### src/rtl/resta_serial.sv
// Sequential add/subtract unit: K-bit slice adder reused over M/K cycles,
// start/done handshake, registered result and NZCV flags.
module resta_serial #(
  parameter int unsigned M = 4,
  parameter int unsigned K = 1
) (
  input  logic         clk,
  input  logic         rst_n,
  input  logic         start,
  input  logic         mode,
  input  logic [M-1:0] A,
  input  logic [M-1:0] B,
  output logic         busy,
  output logic         done,
  output logic [M-1:0] R,
  output logic         N,
  output logic         Z,
  output logic         C,
  output logic         V
);

  generate
    if (M < 2 || K < 1 || K > M || (M % K) != 0) begin : g_param_check
      $error("resta_serial: invalid parameters M=%0d K=%0d", M, K);
    end
  endgenerate

  localparam int unsigned SLICES = M / K;
  localparam int unsigned CW     = (SLICES > 1) ? $clog2(SLICES) : 1;

  typedef enum logic {IDLE, RUN} state_t;

  state_t         state_q, state_d;
  logic [M-1:0]   a_q, b_q;
  logic [M-1:0]   a_next;
  logic           c_q;
  logic           sa_q, sb_q, mode_q;
  logic [CW-1:0]  cnt_q;
  logic [K:0]     sum;
  logic           last;
  logic [M-1:0]   r_q;
  logic           n_q, z_q, c_flag_q, v_q, done_q;

  assign sum  = {1'b0, a_q[K-1:0]} + {1'b0, b_q[K-1:0]} + {{K{1'b0}}, c_q};
  // a_q doubles as the partial-result register: sums enter from the MSB side
  // as operand bits leave from the LSB side, so after M/K slices it holds R.
  assign a_next = M'({sum[K-1:0], a_q} >> K);
  assign last   = (cnt_q == CW'(SLICES - 1));

  // State register
  always_ff @(posedge clk or negedge rst_n) begin
    if (!rst_n) state_q <= IDLE;
    else        state_q <= state_d;
  end

  // Next-state logic
  always_comb begin
    state_d = state_q;
    unique case (state_q)
      IDLE: if (start) state_d = RUN;
      RUN:  if (last)  state_d = IDLE;
      default:         state_d = IDLE;
    endcase
  end

  // Output logic
  always_comb begin
    busy = (state_q == RUN);
    done = done_q;
    R    = r_q;
    N    = n_q;
    Z    = z_q;
    C    = c_flag_q;
    V    = v_q;
  end

  // Datapath
  always_ff @(posedge clk or negedge rst_n) begin
    if (!rst_n) begin
      a_q      <= '0;
      b_q      <= '0;
      c_q      <= 1'b0;
      sa_q     <= 1'b0;
      sb_q     <= 1'b0;
      mode_q   <= 1'b0;
      cnt_q    <= '0;
      r_q      <= '0;
      n_q      <= 1'b0;
      z_q      <= 1'b0;
      c_flag_q <= 1'b0;
      v_q      <= 1'b0;
      done_q   <= 1'b0;
    end else begin
      done_q <= 1'b0;
      unique case (state_q)
        IDLE: begin
          if (start) begin
            a_q    <= A;
            b_q    <= mode ? B : ~B;
            c_q    <= ~mode;
            sa_q   <= A[M-1];
            sb_q   <= B[M-1];
            mode_q <= mode;
            cnt_q  <= '0;
          end
        end
        RUN: begin
          a_q   <= a_next;
          b_q   <= b_q >> K;
          c_q   <= sum[K];
          cnt_q <= cnt_q + 1'b1;
          if (last) begin
            r_q      <= a_next;
            n_q      <= a_next[M-1];
            z_q      <= (a_next == '0);
            c_flag_q <= mode_q ? sum[K] : ~sum[K];
            v_q      <= mode_q ? ((sa_q == sb_q) && (a_next[M-1] != sa_q))
                               : ((sa_q != sb_q) && (a_next[M-1] != sa_q));
            done_q   <= 1'b1;
          end
        end
        default: ;
      endcase
    end
  end

endmodule

### config.mk
export PLATFORM = sky130hd
export DESIGN_NAME = resta_serial
export DESIGN_NICKNAME = d
export VERILOG_FILES = /design/src/rtl/resta_serial.sv
export SDC_FILE = /design/constraint.sdc
export NUM_CORES = 1
export LEC_CHECK = 0
export ABC_AREA = 0
export ABC_CLOCK_PERIOD_IN_PS = 2650
export CAP_MARGIN = 20
export CELL_PAD_IN_SITES_DETAIL_PLACEMENT = 1
export CELL_PAD_IN_SITES_GLOBAL_PLACEMENT = 1
export CORE_MARGIN = 2
export CORE_UTILIZATION = 51
export DETAILED_ROUTE_END_ITERATION = 16
export DONT_BUFFER_PORTS = 1
export GPL_TIMING_DRIVEN = 1
export PLACE_DENSITY_LB_ADDON = 0.1
export SETUP_SLACK_MARGIN = 0.5
export SYNTH_ARGS = -nofsm -noshare
export SYNTH_HDL_FRONTEND = slang
export SYNTH_SLANG_ARGS = --single-unit
### constraint.sdc
create_clock -name clk -period 2.65 [get_ports clk]
set_input_delay 0.3975 -clock clk [delete_from_list [all_inputs] [get_ports clk]]
set_output_delay 0.3975 -clock clk [all_outputs]
set_load 0.01 [all_outputs]
Yosys cells after proc, flatten, opt, wreduce, memory -nomap -nowiden
Index checks and enable logic that the tools add are counted.

Logic and storage cells: 47. Bits of input ports: 12. Output and inout bits: 10. Flip-flop bits (word level): 24.

Reduce and logical (&&, ||, !) cells: 5. $add $sub $neg: 3. Equal/unequal tests: 5. Muxes and demuxes: 16. Bitwise operators: 4.

Operator list (number): $pmux 4 s2 (2); $mux 4 (3); $mux 1 (7); $logic_not 4->1 (1); $not 4->4 (1); $pmux 1 s2 (2); $pmux 2 s2 (1); $reduce_and 2->1 (2); $not 1->1 (3); $add 1x1->2 (1); $add 2x1->2 (1); $add 2x1->2 const B (1); $eq 2x2->1 const B (1); $logic_and 1x1->1 (2); $mux 2 (1); $ne 1x1->1 (2); $ne 2x2->1 const B (1); $eq 1x1->1 (1).

Longest topological paths before layout
Gate-level depths: netlist of the first run.

Depth in word-level cells: 5. Mapped depth: 5. Gate-level depth less buffers: 4.

Worst setup path before layout of the first run
No wires, ideal clock.

Kind: register to register. From: register a_q[0]. To: register z_q (netlist: Z). Cell stages (with the launch flop): 4. Buffers on the path: 0. Clock period less this slack: 1571 ps. Path slack: 1079 ps. Arrival time: 1489 ps. Cells stage by stage: dfrtp_1 > fa_1 > or4_1 > o21ai_0.

Cells in the longest elaborated chain, start to end: 3.

RTL lines: start: declaration (RTL line 34) `logic [M-1:0] a_q, b_q;`; start signal: assignment (RTL line 108) `a_q <= a_next;`; $add 1x1->2 (RTL line 44) `assign sum = {1'b0, a_q[K-1:0]} + {1'b0, b_q[K-1:0]} + {{K{1'b0}}, c_q};`; $add 2x1->2 (RTL line 44); named net sum[0] (RTL line 39) `logic [K:0] sum;`; $logic_not 4->1 (RTL line 115) `z_q <= (a_next == '0);`; end signal: assignment (RTL line 115); end: declaration (RTL line 42) `logic n_q, z_q, c_flag_q, v_q, done_q;`.

The timed path passes the listed nets, and every way through them passes these cells. A chain may end at the register's enable or synchronous reset.

Worst setup path after layout of the first run
Same ends and word-level chain as after synthesis.

==> key figures, run 1 <==
Synthesis
  • Synth Flop Type: dfrtp_1
  • Post-synth EDFFs: 0
  • Register bit count reported by yosys: 23
  • Cell taking the most area after synthesis: dfrtp_1
  • Sequential-to-total area share from yosys stat: 0.552
  • Synth cell count leaders: 23 x dfrtp_1, 11 x nand2_1, 10 x mux2i_1, 10 x o21ai_0, 7 x mux2_2
  • Dominant cells by area after synthesis: dfrtp_1 55%, mux2i_1 9.6%, mux2_2 7.6%, o21ai_0 4.8%, xnor2_1 4.2%
  • Post-Syn Instances: 88
  • Mean post-synth cell area: 11.8 µm²
  • Cell Area, Synth: 1040 µm²
  • Share of the synthesized area in the top cell type: 0.552
  • Ys Warns: 0
  • Netlist cell types: 22
  • Syn nets: 102
  • Most frequent cell after synthesis: dfrtp_1
  • Ys async rst share: 1.00

Hold path
  • Path category of the worst min-delay check: input port to flop

CTS
  • Max Root-Sink Buffers: 2
  • Root Buffer: clkbuf_4
  • Skew-Pair Late Insertion Delay: 0.31 ns
  • Post-CTS resize count: 0
  • H-tree level count: 1
  • CTS tree: done
  • CTS buffer count: 3
  • Clock sink count: 23
  • CTS clk-pin slew, worst paths: 0.13 ns

Global route
  • Initial antenna violation count: 0
  • Grt ovf: 0
  • Largest net degree at the start of global routing: 24
  • Tot GR Track Use: 0.186
  • Vias in the first global route: 725
  • First-pass GRT wire length: 3370 µm

STA
  • Final hold vios: 0
  • Slew Limit Fails: 0
  • Setup TNS: 0 ns
  • Slew @ Worst Pin: 0.422 ns
  • Max Clk Rate: 582 MHz
  • Fin crit share: 0.648
  • Slew margin rel.: 0.718
  • RSZ-0062 raised after global routing: no
  • Crit path time final: 1.72 ns
  • Final setup vio count: 0
  • Clock skew: 0.00421 ns

Critical path
  • CP required: 2.88 ns
  • Crit path kind: flop to flop
  • R2r setup slk: 0.93 ns
  • Critical path arrival: 1.95 ns
  • Critical path peak fanout: 5
  • Crit path capture type: flop
  • CP Launch Type: flop

Routing
  • Antenna-violating nets left: 0
  • Via total after detailed routing: 648
  • Number of DRC markers in iteration 0: 2
  • DRC Markers: 0
  • Vias per cell: 5.59
  • Drt first pass iters: 4
  • DRT Wirelength: 1940 µm
  • Wire length per cell: 16.7 µm

Power and ir drop
  • Pwr dens: 1110 nW/µm²
  • P_leak: 0.518 nW
  • Max IR drop VDD: 0.521 mV
  • Overall power: 0.00124 W

Final layout
  • Final core occ: 0.575
  • Ant diodes: 0
  • FILL cells: 211
  • Area delta synth->final: 7.20%
  • Share of cells above drive strength 1: 0.135
  • Finished Cell Area: 1120 µm²
  • Fin nets: 104
  • Fin cells: 116

Floorplanning
  • I/O pins: 22
  • Starting density of the core: 0.537
  • CORE AREA: 1940 µm²
  • Die Span Y: 49.2 µm
  • # rows: 16
  • Die area: 2420 µm²
  • Die W: 49.2 µm

Placed design
  • DP HPWL: 1380 µm
  • GPL Wtd Cong: 0.711
  • Post-DP Area: 1050 µm²
  • Dpl cells: 110
  • PortBufs: 0

Outcome
  • Outcome: finished, final reports clean

Flow run
  • Max-cap violations: 0
worst paths after layout:
kind | startpoint | to | cells past startpoint
setup / recovery | a_q[0] | Z | 3
hold / removal | A[3] | sa_q | 1
setup reg to reg | a_q[0] | Z | 3
hold reg to reg | cnt_q[0] | cnt_q[0] | 1
max in group asynchronous | rst_n | b_q[2] | 2
min in group asynchronous | rst_n | R[3] | 1
power breakdown:
group          switching [W]  internal, W  total [W]
Sequential          0.000145     0.000509   0.000654
Clock               0.000106    0.0000589   0.000165
Combinational       0.000211     0.000212   0.000423
Total               0.000463     0.000780    0.00124
stage by stage:
stage / hold slack, ns / worst slack, ns
after global placement: 0.102 / 1.03
after detailed placement: 0.102 / 0.948
after CTS: 0.215 / 0.925
final: 0.222 / 0.933
after floorplan: 0.102 / 1.08
after global routing: 0.204 / 0.857
layer usage:
metal	vias up	global-route usage	share of wire
met3	4	0.0491	0.052
li1	299	-	-
met5	-	0	0
met1	327	0.231	0.40
met4	0	0.0714	0.028
met2	18	0.309	0.52
what timing repair did:
action                    in CTS  in global routing
setup buffers                  0                  0
hold buffers                   1                  0
hold endpoints to repair      23                  0
cells by family after synthesis:
| kind of cell | count (synthesis) | share of synthesized area |
|---|---|---|
| AOI/OAI and AO/OA | 13 | 0.0732 |
| xor gates and xnor gates | 6 | 0.0504 |
| adders and majority gates | 2 | 0.0312 |
| buffers and inverters | 9 | 0.0396 |
| DFF | 23 | 0.552 |
| muxes | 17 | 0.172 |
| and+or+nand+nor | 18 | 0.0817 |
cell type report:
| class | instances | area, µm² | share of cell area |
|---|---|---|---|
| Sequential cell | 23 | 576 | 0.515 |
| Clock buffer | 4 | 26.3 | 0.0235 |
| Tap cell | 27 | 33.8 | 0.0302 |
| Inverter | 3 | 11.3 | 0.0101 |
| Timing Repair Buffer | 3 | 45.0 | 0.0403 |
| Multi-Input combinational cell | 56 | 425 | 0.381 |
state kept, by name, indices dropped and copies added, names as in the netlist, 2 cells and up:
register  flops
R             4
a_q           4
b_q           4
cnt_q         2
critical path, cell delays in order, from the launching register on:
cell and delay (ns):
dfrtp_1 0.42, fa_1 0.56, or4_1 0.49, o21ai_0 0.17
cell usage in the layout (no fill, tap or decap):
cell / Yosys / final
dfrtp_1: 23 / 23
or4_1: 1 / 1
xor2_1: 1 / 1
nor2_1: 2 / 2
a221o_1: 1 / 1
clkbuf_4: 0 / 3
nand2b_1: 1 / 1
clkbuf_1: 2 / 1
mux2i_1: 10 / 10
nand2_1: 11 / 11
a22o_1: 1 / 1
nor4b_1: 1 / 1
xnor2_1: 5 / 5
mux2_2: 7 / 7
o21ai_0: 10 / 10
inv_1: 3 / 3
ha_1: 1 / 1
buf_16: 0 / 1
nor3b_1: 1 / 1
nor2b_1: 1 / 1
fa_1: 1 / 1
dlygate4sd3_1: 0 / 1
buf_4: 1 / 1
a21o_1: 1 / 1
Power figures use the tool's default switching activity.
==> run 2: changes to the inputs <==
Settings changed: ABC_CLOCK_PERIOD_IN_PS 2650 to 1800, CORE_UTILIZATION 51 to 47.
Clock period 2.65 ns to 1.8 ns, I/O delays scaled along.
==> run 2 against run 1 <==
Against the previous run: die area is 7.8% higher; first-iteration DRC count unchanged; combinational power is 94% higher; register-to-register slack got worse by 0.69 ns; setup slack got worse by 0.69 ns; global-route usage down 1.1 points; utilization decreased by 1.6 points; final cell count rose by 7.8%; flip-flop and latch count unchanged; critical endpoint unchanged.
==> key figures, run 2 (synthesis gave the netlist of run 1 again) <==
Outcome
  • Outcome: finished, final reports clean

Placed design
  • Dpl cells: 113
  • GPL Wtd Cong: 0.727
  • DP HPWL: 1390 µm
  • PortBufs: 0
  • Post-DP Area: 1070 µm²

Critical path
  • Crit path largest cell delay: 0.52 ns
  • Crit path kind: flop to flop
  • Crit path capture type: flop
  • Worst path cell trace: fa_2, or4_1, o21ai_1
  • R2r setup slk: 0.25 ns
  • CP required: 2.05 ns
  • Reg2reg start: c_q
  • Critical path peak fanout: 4
  • Critical path arrival: 1.80 ns
  • CP Launch Type: flop
  • Critical Path Start: c_q
  • Worst path slowest cell: fa_2

Global route
  • Tot GR Track Use: 0.175
  • Vias in the first global route: 690
  • First-pass GRT wire length: 3290 µm
  • Initial antenna violation count: 0
  • Largest net degree at the start of global routing: 24
  • Grt ovf: 0

STA
  • Slew margin rel.: 0.767
  • Final setup vio count: 0
  • Clock skew: 0.00697 ns
  • Slew @ Worst Pin: 0.346 ns
  • Fin crit share: 0.863
  • Crit path time final: 1.55 ns
  • Hold Slack: 0.105 ns
  • Final hold vios: 0
  • RSZ-0062 raised after global routing: yes
  • Slew Limit Fails: 0
  • Max Clk Rate: 644 MHz
  • Setup TNS: 0 ns

Floorplanning
  • Die Span Y: 51.1 µm
  • # rows: 17
  • Die W: 51.1 µm
  • CORE AREA: 2150 µm²
  • I/O pins: 22
  • Starting density of the core: 0.485
  • Die area: 2610 µm²

Final layout
  • Finished Cell Area: 1200 µm²
  • Most common cell after layout, fill and taps aside: dfrtp_1
  • Fin nets: 112
  • Commonest non-fill, non-tap cells in the layout: 22 x dfrtp_1, 10 x mux2i_1, 10 x nand2_1, 8 x buf_4
  • Area delta synth->final: 15.2%
  • Fin cells: 125
  • FILL cells: 224
  • Ant diodes: 0
  • Share of cells above drive strength 1: 0.278

Power and ir drop
  • Max IR drop VDD: 0.689 mV
  • Pwr dens: 1700 nW/µm²
  • P_leak: 0.557 nW
  • Overall power: 0.00205 W

CTS
  • CTS clk-pin slew, worst paths: 0.13 ns
  • CTS tree: done
  • Max Root-Sink Buffers: 2
  • Clock sink count: 23
  • Root Buffer: clkbuf_4
  • CTS buffer count: 3
  • Skew-Pair Late Insertion Delay: 0.31 ns
  • H-tree level count: 1

Flow run
  • Max-cap violations: 0

Hold path
  • Min-delay src: mode
  • Path category of the worst min-delay check: input port to flop

Routing
  • Antenna-violating nets left: 0
  • Wire length per cell: 15.6 µm
  • Drt first pass iters: 4
  • Number of DRC markers in iteration 0: 2
  • DRC Markers: 0
  • Via total after detailed routing: 668
  • DRT Wirelength: 1950 µm
  • Vias per cell: 5.34
[run 2: cell count changes in the layout (fill, tap and decap cells not counted), sizes merged]
| cell | previous run | this run |
|---|---|---|
| buf | 2 | 10 |
[run 2: stage by stage]
stage	utilization	setup WS, ns
floorplan	-	0.315
global placement	0.498	0.275
detailed placement	0.498	0.228
CTS	0.538	0.242
global route	0.559	0.211
finish	0.559	0.246
[run 2: what timing repair did]
action                                 4_1_cts  5_1_grt
pin swaps                                    3        2
hold buffers                                 1        0
setup endpoints to repair                   10       12
gates cloned                                 0        0
buffers inserted                             3        3
gates resized for setup                      6        5
endpoints found under the hold margin       23        0
[run 2: area by class of cell]
class | count | area [µm²] | share of cell area
flip-flops and latches | 23 | 577 | 0.480
multi-input cells | 56 | 455 | 0.379
repair buffers | 11 | 96.3 | 0.0802
well taps | 28 | 35.0 | 0.0292
clock buffers | 4 | 26.3 | 0.0219
inverters | 3 | 11.3 | 0.00938
[run 2: layer usage]
metal | GRT usage | routed length, µm | up-vias
met5 | 0 | 0 | -
met4 | 0.0946 | 14 | 0
met3 | 0.0351 | 86 | 2
met2 | 0.275 | 989 | 16
met1 | 0.226 | 862 | 337
li1 | - | - | 313
[run 2: critical path: cells and delay by family (launching register included)]
family	cells	cell delay (ns)
fa+ha+maj	1	0.52
compound gates	1	0.13
flops	1	0.43
simple gates	1	0.42
[run 2: path summary, 6_finish.rpt]
check,end,cells after the start
setup / recovery,Z,3
hold / removal,mode_q,1
setup reg to reg,Z,3
hold reg to reg,b_q[0],2
max in group asynchronous,busy,2
min in group asynchronous,R[1],1
[run 2: where the power goes]
part           switching, W  total, W  internal [W]
combinational      0.000359  0.000821      0.000463
clock              0.000154  0.000241     0.0000865
sequential         0.000234  0.000986      0.000751
total              0.000747   0.00205       0.00130
==> run 3: changes to the inputs <==
Settings changed: CAP_MARGIN 20 to 40.
==> run 3 against run 2 <==
Against the previous run: fmax up 0.76%; sequential share of layout area unchanged; die area unchanged; first-iteration DRC count up 50%; wire length up 1.8%.
==> key figures, run 3 (synthesis gave the netlist of run 1 again) <==
Floorplanning
  • I/O pins: 22
  • # rows: 17
  • Die Span Y: 51.1 µm
  • CORE AREA: 2150 µm²
  • Starting density of the core: 0.485
  • Die W: 51.1 µm
  • Die area: 2610 µm²

Routing
  • DRC Markers: 0
  • Vias per cell: 5.35
  • Number of DRC markers in iteration 0: 3
  • Via total after detailed routing: 663
  • Drt first pass iters: 2
  • Wire length per cell: 16.0 µm
  • DRT Wirelength: 1990 µm
  • Antenna-violating nets left: 0

Global route
  • First-pass GRT wire length: 3290 µm
  • Largest net degree at the start of global routing: 24
  • Vias in the first global route: 690
  • Tot GR Track Use: 0.175
  • Initial antenna violation count: 0
  • Grt ovf: 0

STA
  • Clock skew: 0.00205 ns
  • Final setup vio count: 0
  • Crit path time final: 1.54 ns
  • Slew @ Worst Pin: 0.345 ns
  • Hold Slack: 0.104 ns
  • Slew margin rel.: 0.768
  • Setup TNS: 0 ns
  • RSZ-0062 raised after global routing: yes
  • Final hold vios: 0
  • Slew Limit Fails: 0
  • Fin crit share: 0.857
  • Max Clk Rate: 648 MHz

CTS
  • CTS buffer count: 3
  • H-tree level count: 1
  • CTS tree: done
  • CTS clk-pin slew, worst paths: 0.12 ns
  • Clock sink count: 23
  • Max Root-Sink Buffers: 2
  • Skew-Pair Late Insertion Delay: 0.31 ns
  • Root Buffer: clkbuf_4

Final layout
  • Area delta synth->final: 15.2%
  • Multi-input logic area: 463 µm²
  • FF/Latch Area: 577 µm²
  • Ant diodes: 0
  • FILL cells: 220
  • Share of cells above drive strength 1: 0.281
  • Most common cell after layout, fill and taps aside: dfrtp_1
  • Fin nets: 111
  • Fin cells: 124
  • Final core occ: 0.559
  • Commonest non-fill, non-tap cells in the layout: 22 x dfrtp_1, 10 x mux2i_1, 10 x nand2_1

Critical path
  • Crit path kind: flop to flop
  • CP required: 2.05 ns
  • CP Launch Type: flop
  • Critical path arrival: 1.79 ns
  • Critical path peak fanout: 4
  • Crit path capture type: flop

Hold path
  • Path category of the worst min-delay check: input port to flop

Placed design
  • Dpl cells: 113
  • GPL Wtd Cong: 0.727
  • DP HPWL: 1390 µm
  • PortBufs: 0

Outcome
  • Outcome: finished, final reports clean

Power and ir drop
  • P_leak: 0.553 nW
  • Pwr dens: 1720 nW/µm²
  • Max IR drop VDD: 0.753 mV
  • Overall power: 0.00206 W

Flow run
  • Max-cap violations: 0
## run 3: cell types whose count changed in the layout (fill, tap and decap cells not counted)
| cell | before | now |
|---|---|---|
| buf_4 | 8 | 7 |
| xor2_2 | 0 | 1 |
| xor2_1 | 1 | 0 |
## run 3: path summary, 6_finish.rpt
path | startpoint | to | slack, ns | cells after the start
min in group asynchronous | rst_n | R[1] | 0.24 | 1
worst min-delay path | mode | mode_q | 0.10 | 1
worst min register to register | b_q[1] | b_q[0] | 0.50 | 2
worst max register to register | c_q | Z | 0.26 | 3
max in group asynchronous | rst_n | busy | 1.14 | 2
worst max-delay path | c_q | Z | 0.26 | 3
## run 3: timing repair
item | CTS | global route
endpoints found under the setup margin | 10 | 12
cloned | 0 | 0
pin swaps | 3 | 2
endpoints found under the hold margin | 23 | 0
setup buffers | 3 | 2
hold buffers | 1 | 0
resized for setup | 6 | 6
## run 3: through the flow
stage | setup slack (ns) | instance area [µm²]
2_1_floorplan | 0.315 | 1040
3_3_place_gp | 0.275 | 1070
3_5_place_dp | 0.228 | 1070
4_1_cts | 0.242 | 1150
5_1_grt | 0.211 | 1200
6_report | 0.258 | 1200
## run 3: layout make-up
cell class | count | area share
sequential | 23 | 0.480
timing repair buffer | 10 | 0.0740
clock buffer | 4 | 0.0219
inverter | 3 | 0.00938
tap | 28 | 0.0292
multi-input combinational | 56 | 0.385
## run 3: power by group
part / switching [W] / internal [W] / leakage [nW]
combinational: 0.000368 / 0.000464 / 0.252
sequential: 0.000239 / 0.000751 / 0.286
clock: 0.000153 / 0.0000864 / 0.0150
## run 3: critical path, cell delays in order (launching register included)
cell and delay, ns:
dfrtp_1 0.43, fa_2 0.52, or4_1 0.42, o21ai_1 0.12
## run 3: per-layer routing
metal | vias up | GRT usage | routed length, µm
met5 | - | 0 | 0
met4 | 0 | 0.0946 | 14
met3 | 2 | 0.0351 | 81
met2 | 14 | 0.275 | 1050
met1 | 337 | 0.226 | 840
li1 | 310 | - | -
